===== config.mk =====
export PLATFORM = sky130hd
export DESIGN_NAME = rom_pack_dma
export DESIGN_NICKNAME = d
export VERILOG_FILES = /design/src/rtl/rom_dma_pkg.sv /design/src/rtl/rom_lane_packer.sv /design/src/rtl/rom_pack_dma.sv
export SDC_FILE = /design/constraint.sdc
export NUM_CORES = 1
export LEC_CHECK = 0
export ABC_AREA = 1
export CORE_MARGIN = 1
export CORE_UTILIZATION = 53
export CTS_CLUSTER_DIAMETER = 60
export DETAILED_ROUTE_END_ITERATION = 6
export PLACE_DENSITY = 0.92
export REMOVE_ABC_BUFFERS = 1
export SYNTH_ARGS = -nofsm -noshare
export SYNTH_HDL_FRONTEND = slang
export SYNTH_SLANG_ARGS = --single-unit

===== constraint.sdc =====
create_clock -name clk -period 2.85 [get_ports clk]
set_input_delay 0.4275 -clock clk [delete_from_list [all_inputs] [get_ports clk]]
set_output_delay 0.4275 -clock clk [all_outputs]
set_load 0.05 [all_outputs]

===== src/rtl/rom_dma_pkg.sv =====
// rom_dma_pkg: shared FSM state type, default parameters and lane-width helper for rom_pack_dma.
package rom_dma_pkg;

    typedef enum logic [1:0] {IDLE, ACCESS, PUSH, DONE} state_t;

    localparam int DEF_ROM_ADDR_WIDTH = 16;
    localparam int DEF_ROM_DATA_WIDTH = 8;
    localparam int DEF_PACK           = 4;
    localparam int DEF_WAIT_CYC       = 8;

    function automatic int lane_w(input int p);
        return p > 1 ? $clog2(p) : 1;
    endfunction

endpackage


===== src/rtl/rom_lane_packer.sv =====
// rom_lane_packer: assembles ROM bytes into a FIFO word; cleared words leave unused lanes zero.
module rom_lane_packer
    import rom_dma_pkg::*;
#(
    parameter int W  = DEF_ROM_DATA_WIDTH,
    parameter int P  = DEF_PACK,
    parameter int LW = lane_w(DEF_PACK)
) (
    input  logic           clk,
    input  logic           reset_n,
    input  logic           clear,
    input  logic           capture,
    input  logic [LW-1:0]  lane,
    input  logic [W-1:0]   data,
    output logic [W*P-1:0] word
);

    always_ff @(posedge clk) begin
        if (!reset_n || clear)
            word <= '0;
        else if (capture)
            word[lane*W +: W] <= data;
    end

endmodule


===== src/rtl/rom_pack_dma.sv =====
// rom_pack_dma: reads a ROM range with fixed-latency accesses and pushes PACK bytes per FIFO word.
// Optional ROM_DMA_PERF_EN adds a saturating stall_cnt of PUSH cycles blocked by fifo_full.
module rom_pack_dma
    import rom_dma_pkg::*;
#(
    parameter int ROM_ADDR_WIDTH  = DEF_ROM_ADDR_WIDTH,
    parameter int ROM_DATA_WIDTH  = DEF_ROM_DATA_WIDTH,
    parameter int PACK            = DEF_PACK,
    parameter int WAIT_CYC        = DEF_WAIT_CYC,
    parameter int FIFO_DATA_WIDTH = ROM_DATA_WIDTH * PACK
) (
    input  logic                       clk,
    input  logic                       reset_n,
    input  logic                       start,
    input  logic                       abort,
    input  logic [ROM_ADDR_WIDTH-1:0]  cfg_base_addr,
    input  logic [ROM_ADDR_WIDTH-1:0]  cfg_num_reads,
    output logic                       busy,
    output logic                       done,
    output logic [FIFO_DATA_WIDTH-1:0] fifo_data_in,
    output logic                       fifo_push,
    input  logic                       fifo_full,
`ifdef ROM_DMA_PERF_EN
    output logic [15:0]                stall_cnt,
`endif
    output logic [ROM_ADDR_WIDTH-1:0]  rom_rd_addr,
    output logic                       CE_bar,
    output logic                       OE_bar,
    output logic                       WE_bar,
    input  logic [ROM_DATA_WIDTH-1:0]  rom_rd_data
);

    localparam int LW = lane_w(PACK);
    localparam int CW = WAIT_CYC > 1 ? $clog2(WAIT_CYC) : 1;

    state_t                       state, nxt;
    logic [ROM_ADDR_WIDTH-1:0]    base, num, idx;
    logic [LW-1:0]                lane;
    logic [CW-1:0]                wcnt;
    logic [ROM_DATA_WIDTH*PACK-1:0] pack_word;
    logic                         start_ok, last_acc, push_ok, word_end, reads_left;

    assign start_ok   = state == IDLE && start && !abort;
    assign last_acc   = state == ACCESS && !abort && wcnt == CW'(WAIT_CYC - 1);
    assign push_ok    = state == PUSH && !fifo_full && !abort;
    assign word_end   = lane == LW'(PACK - 1) || idx + 1'b1 == num;
    assign reads_left = idx != num;

    always_comb begin
        nxt = state;
        unique case (state)
            IDLE:    if (start_ok) nxt = cfg_num_reads == '0 ? DONE : ACCESS;
            ACCESS:  nxt = abort ? IDLE : (last_acc && word_end) ? PUSH : ACCESS;
            PUSH:    nxt = abort ? IDLE : push_ok ? (reads_left ? ACCESS : DONE) : PUSH;
            DONE:    nxt = IDLE;
            default: nxt = IDLE;
        endcase
    end

    always_ff @(posedge clk) begin
        if (!reset_n) begin
            state <= IDLE;
            base  <= '0;
            num   <= '0;
            idx   <= '0;
            lane  <= '0;
            wcnt  <= '0;
        end else begin
            state <= nxt;
            wcnt  <= (state == ACCESS && !abort && !last_acc) ? wcnt + 1'b1 : '0;
            if (start_ok) begin
                base <= cfg_base_addr;
                num  <= cfg_num_reads;
                idx  <= '0;
                lane <= '0;
            end else if (last_acc) begin
                idx  <= idx + 1'b1;
                lane <= lane == LW'(PACK - 1) ? '0 : lane + 1'b1;
            end
        end
    end

    rom_lane_packer #(
        .W  (ROM_DATA_WIDTH),
        .P  (PACK),
        .LW (LW)
    ) u_packer (
        .clk     (clk),
        .reset_n (reset_n),
        .clear   (start_ok || push_ok),
        .capture (last_acc),
        .lane    (lane),
        .data    (rom_rd_data),
        .word    (pack_word)
    );

    assign busy         = state != IDLE;
    assign done         = state == DONE;
    assign fifo_push    = push_ok;
    assign fifo_data_in = push_ok ? FIFO_DATA_WIDTH'(pack_word) : '0;
    assign rom_rd_addr  = state == ACCESS ? base + idx : '0;
    assign CE_bar       = state != ACCESS;
    assign OE_bar       = state != ACCESS;
    assign WE_bar       = 1'b1;

`ifdef ROM_DMA_PERF_EN
    always_ff @(posedge clk) begin
        if (!reset_n || start_ok)
            stall_cnt <= '0;
        else if (state == PUSH && fifo_full && stall_cnt != 16'hFFFF)
            stall_cnt <= stall_cnt + 1'b1;
    end
`endif

endmodule


* Word-level counts from Yosys, hierarchy flattened
Cells that the tools add are included. Widths: inputs -> output; s select.
Storage, ports and cells: bits in registers 87, bits of input ports 45, word-level logic and storage cells 56
Cells by class: add/sub/neg operators 5, eq/ne operators 9, shifts and indexed selects 2, multiplexer cells 12, bitwise logic cells 1, reduce and logical (&&, ||, !) cells 20
Operators with widths (number):
- $neg 5->34 | 1
- $shift 8x34->32 const A | 1
- $shiftx 8x34->32 | 1
- $bwmux 32 | 1
- $mux 32 | 1
- $add 16x1->16 const B | 1
- $add 16x16->16 | 1
- $eq 16x16->1 | 1
- $logic_not 16->1 | 1
- $mux 16 | 1
- $mux 2 | 8
- $ne 16x16->1 | 1
- $logic_and 1x1->1 | 8
- $pmux 2 s4 | 1
- $eq 2x2->1 const B | 3
- $logic_not 1->1 | 4
- $add 3x1->3 const B | 1
- $eq 3x3->1 const B | 1
- $logic_or 1x1->1 | 3
- $add 2x1->2 const B | 1
- $eq 2x1->1 const B | 1
- $logic_not 2->1 | 1
- $ne 2x1->1 const B | 1
- $ne 2x2->1 const B | 1
- 4 further kinds | 4

* Longest topological paths before layout
Gate-level depths: netlist of the first run.
depth in word-level cells 7, gate-level depth with buffers 16, depth with buffers taken out 16

* Modules after synthesis
A second synthesis of the first run with hierarchy kept.
Second synthesis, totals: cell total of the unflattened synthesis 832, area, all modules 5377.7 um^2
By module, submodules not included:
- rom_pack_dma | instances 1, cells each 632, area an instance 3966.3 um^2, sequential area each 1101.1 um^2
- rom_lane_packer | instances 1, cells each 200, area an instance 1411.4 um^2, sequential area each 640.6 um^2

* Least setup slack after synthesis of the first run
No wires, ideal clock.
path kind register to output, start point register idx[2], end point output rom_rd_addr[9], arrival time 2320 ps, required time 2423 ps, path slack 102 ps, stages on the path, launching flop included 12, cell sequence dfxtp_1 > ha_1 > nand3_1 > nand2_1 > nand2_1 > nand2_1 > a21oi_1 > o21ai_0 > nand2_1 > nand2_1 > o21ai_0 > a21oi_1
Between the ends: word-level cells in the longest chain between the ends 2
RTL lines:
- start: declaration | line rom_pack_dma.sv:37 | logic [ROM_ADDR_WIDTH-1:0] base, num, idx;
- start signal: assignment | line rom_pack_dma.sv:77 | idx <= idx + 1'b1;
- $add 16x16->16 | line rom_pack_dma.sv:101 | assign rom_rd_addr = state == ACCESS ? base + idx : '0;
- $mux 16 | line rom_pack_dma.sv:101
- end: declaration | line rom_pack_dma.sv:26 | output logic [ROM_ADDR_WIDTH-1:0] rom_rd_addr,
No other way between the ends.

* Worst setup path after layout of the first run
start point register idx[4], end point output rom_rd_addr[11]
The elaborated chain is that of the path after synthesis.

==> reports/metrics.yaml, run 1 <==
global_routing:
  grt_busiest_layer: "met2"
  grt_use_met1: 0.347
  grt.overflow.total: 0
  grtUsageMet3: 0.0643
  gr-usage-all-layers: 0.287
  grt_pass1_vias: 5193
  grt_pass1_wl_um: 23400
  use_met2: 0.497
  antenna_found_initial: 0
  grt_max_degree: 38
sta:
  rsz0062_at_grt: "true"
  fin_hold_ws_ns: 0.426
  min_period_over_period: 0.987
  maxSlewHeadroom: 0.461
  period_minus_slack_ns: 2.81
  clock.fmax_mhz: 356
  report.final.slew_viol_count: 0
  setup_viol_count_final: 0
  layout_setup_ws_ns: 0.0374
  finClkSkew_ns: 0.0113
  hold_viol: 0
  tightest_slew_ns: 0.801
clock_network:
  cts_buffer_depth: 2
  cts_hold_buf: 0
  htreeDepth: 3
  clk_pin_slew_worst_paths_ns: 0.08
  numCtsBuffers: 9
  cts-root-buf: "clkbuf_8"
  clock_latency_ns: 0.37
  cts.sinks: 87
  cts_tree: "yes"
layout:
  final_common_cell: "nor2_1"
  drive_gt1_frac: 0.131
  finish.instance_area_um2: 7060
  area_growth_pct: 33.4
  diodes: 0
  nNetsFinal: 954
  mostFrequentLayoutCells: "nor2_1 (140), nand2_1 (119), inv_1 (107)"
critical_path:
  critPathSlowestCell: "ha_2"
  critical_path_peak_fanout: 6
  worstSetupPathType: "flip-flop to primary output"
  r2r_cells: 6
  critical_path_arrival_ns: 2.39
  crit_required_ns: 2.42
  crit_cells: 7
  cpPeakStageDelay_ns: 0.43
  critical_path_buf_inv_count: 1
  critPathTopFamily: "compound AO/OA/AOI/OAI gates"
  timing.critical_path.mode_cell: "a21oi_1"
  cp_cell_sequence: "ha_2, a21oi_1, o21a_1, o311ai_1, o21ai_0, a21oi_1, buf_12"
  start_kind: "flip-flop"
  reg2reg_slack_ns: 0.50
  endpoint_kind: "primary output"
run_status:
  status: "complete, no violations"
power_and_ir_drop:
  cellLeakagePower_uw: 0.00306
  power.density_nw_per_um2: 357
  ir_drop_uv: 256
placement:
  place_area_um2: 6780
  dp_hpwl_um: 10900
  portBuffers: 97
  dp_worst_setup_slack_ns: 0.260
  gp_congestion: 0.941
detailed_routing:
  vias: 5653
  ant_nets: 0
  drt_wl_total_um: 14900
  routedWlPerCell_um: 14.6
  via_per_inst: 5.54
  drc: 0
  drt_iter0_markers: 416
  dr.pass1.iters: 5
synth:
  synthDistinctLibCells: 41
  avgSynthCellArea_um2: 6.66
  yosysSeqAreaShare: 0.329
  netlist_instances: 794
  synth_top_area_share: 0.329
  synth-edff-count: 0
  syn_area_um2: 5290
  yosysWarnings: 0
  yosys.area.top_type: "dfxtp_1"
  synth_area_leaders: "dfxtp_1 (33%), nor2_1 (10%), nand2_1 (8.4%)"
  synthArstFlopShare: 0
  synth-main-ff-cell: "dfxtp_1"
  ys_ff_latch: 87
hold_path:
  min_path_cells: 1
  hp-class: "flip-flop to flip-flop"
floorplanning:
  num_io_pins: 99
  initial_core_util: 0.544
  fp.dieW_um: 102
  die_y_um: 102
  die_area_um2: 10400
  rows: 36
  coreArea_um2: 9730
flow_run:
  maxCapViolCount: 0
==> power breakdown <==
group          leakage, µW  internal, µW  switching [µW]  total (µW)
clock            0.0000960           429             449         878
sequential        0.000710          1250            26.4        1270
combinational      0.00225           150             216         366
total              0.00306          1830             691        2520
==> Yosys cell counts (all sizes together), types with 2 or more instances <==
cell type  count
xor2          10
ha            24
nor3           7
buf           15
a211oi        13
clkbuf        16
nor2         153
nand3         47
a21oi         71
dfxtp         87
a31oi          8
a21o           2
nor4           3
o21a           3
inv          111
o21ai         64
nand2        124
xnor2         11
nand4         14
==> routing by layer <==
layer / part of all wire / routed length, µm
met1: 0.42 / 6230
met3: 0.073 / 1080
met2: 0.48 / 7210
met4: 0.027 / 396
met5: 0 / 0
==> layout make-up <==
cell class                 instances  area, µm²
inverter                         112        420
fill                             722       2670
sequential                        87       1750
timing repair buffer             110       1500
clock inverter                     4       55.1
tap                              133        166
clock buffer                      11        141
multi-input combinational        564       3030
==> through the flow <==
stage | std cells | power, µW | utilization | setup TNS, ns
after floorplan | 763 | 1490 | - | 0
after global placement | 1005 | 1650 | 0.696 | 0
after detailed placement | 1005 | 1650 | 0.696 | 0
after CTS | 1020 | 2520 | 0.718 | 0
after global routing | 1021 | 2610 | 0.725 | -0.0411
final | 1021 | 2520 | 0.725 | 0
==> sequential cells by signal, indices dropped and copies added, names as in the netlist <==
| register | count |
|---|---|
| base | 16 |
| lane | 2 |
| state | 2 |
| wcnt | 3 |
| num | 16 |
| u_packer.word | 32 |
| idx | 16 |
==> worst register-to-register path, delay by kind of cell, from the launching register on <==
kind / cells / cell delay [ns]
and+or+nand+nor: 1 / 0.43
AOI/OAI and AO/OA: 2 / 0.38
DFF: 1 / 0.57
adders and majority gates: 1 / 0.43
buffers and inverters: 2 / 0.46
==> timing repair <==
action / 4_1_cts / 5_1_grt
endpoints found under the setup margin: 5 / 8
setup buffers: 0 / 1
pin swaps: 2 / 4
resized for setup: 8 / 19
endpoints found under the hold margin: 0 / 0
==> worst paths after layout <==
| kind | from | to |
|---|---|---|
| worst max-delay path | idx[4] | rom_rd_addr[11] |
| worst min-delay path | wcnt[0] | wcnt[0] |
| worst max register to register | lane[0] | u_packer.word[18] |
| worst min register to register | wcnt[0] | wcnt[0] |
==> cells by family (layout without fill, tap and decap cells) <==
logic type      after synthesis  in the layout  share of synthesized area
simple gates                351            351                      0.292
compound gates              166            166                      0.171
flops                        87             87                      0.329
other cells                   1              1                   0.000709
buf+inv                     143            237                      0.111
fa+ha+maj                    25             25                     0.0605
xor+xnor                     21             21                     0.0348
(Power assumes the default switching activity.)
==> run 2, diff against run 1 <==
- CTS_CLUSTER_SIZE: not set -> 25
==> results of run 2 <==
Final layout, timing and power as in run 1 (identical DEF).
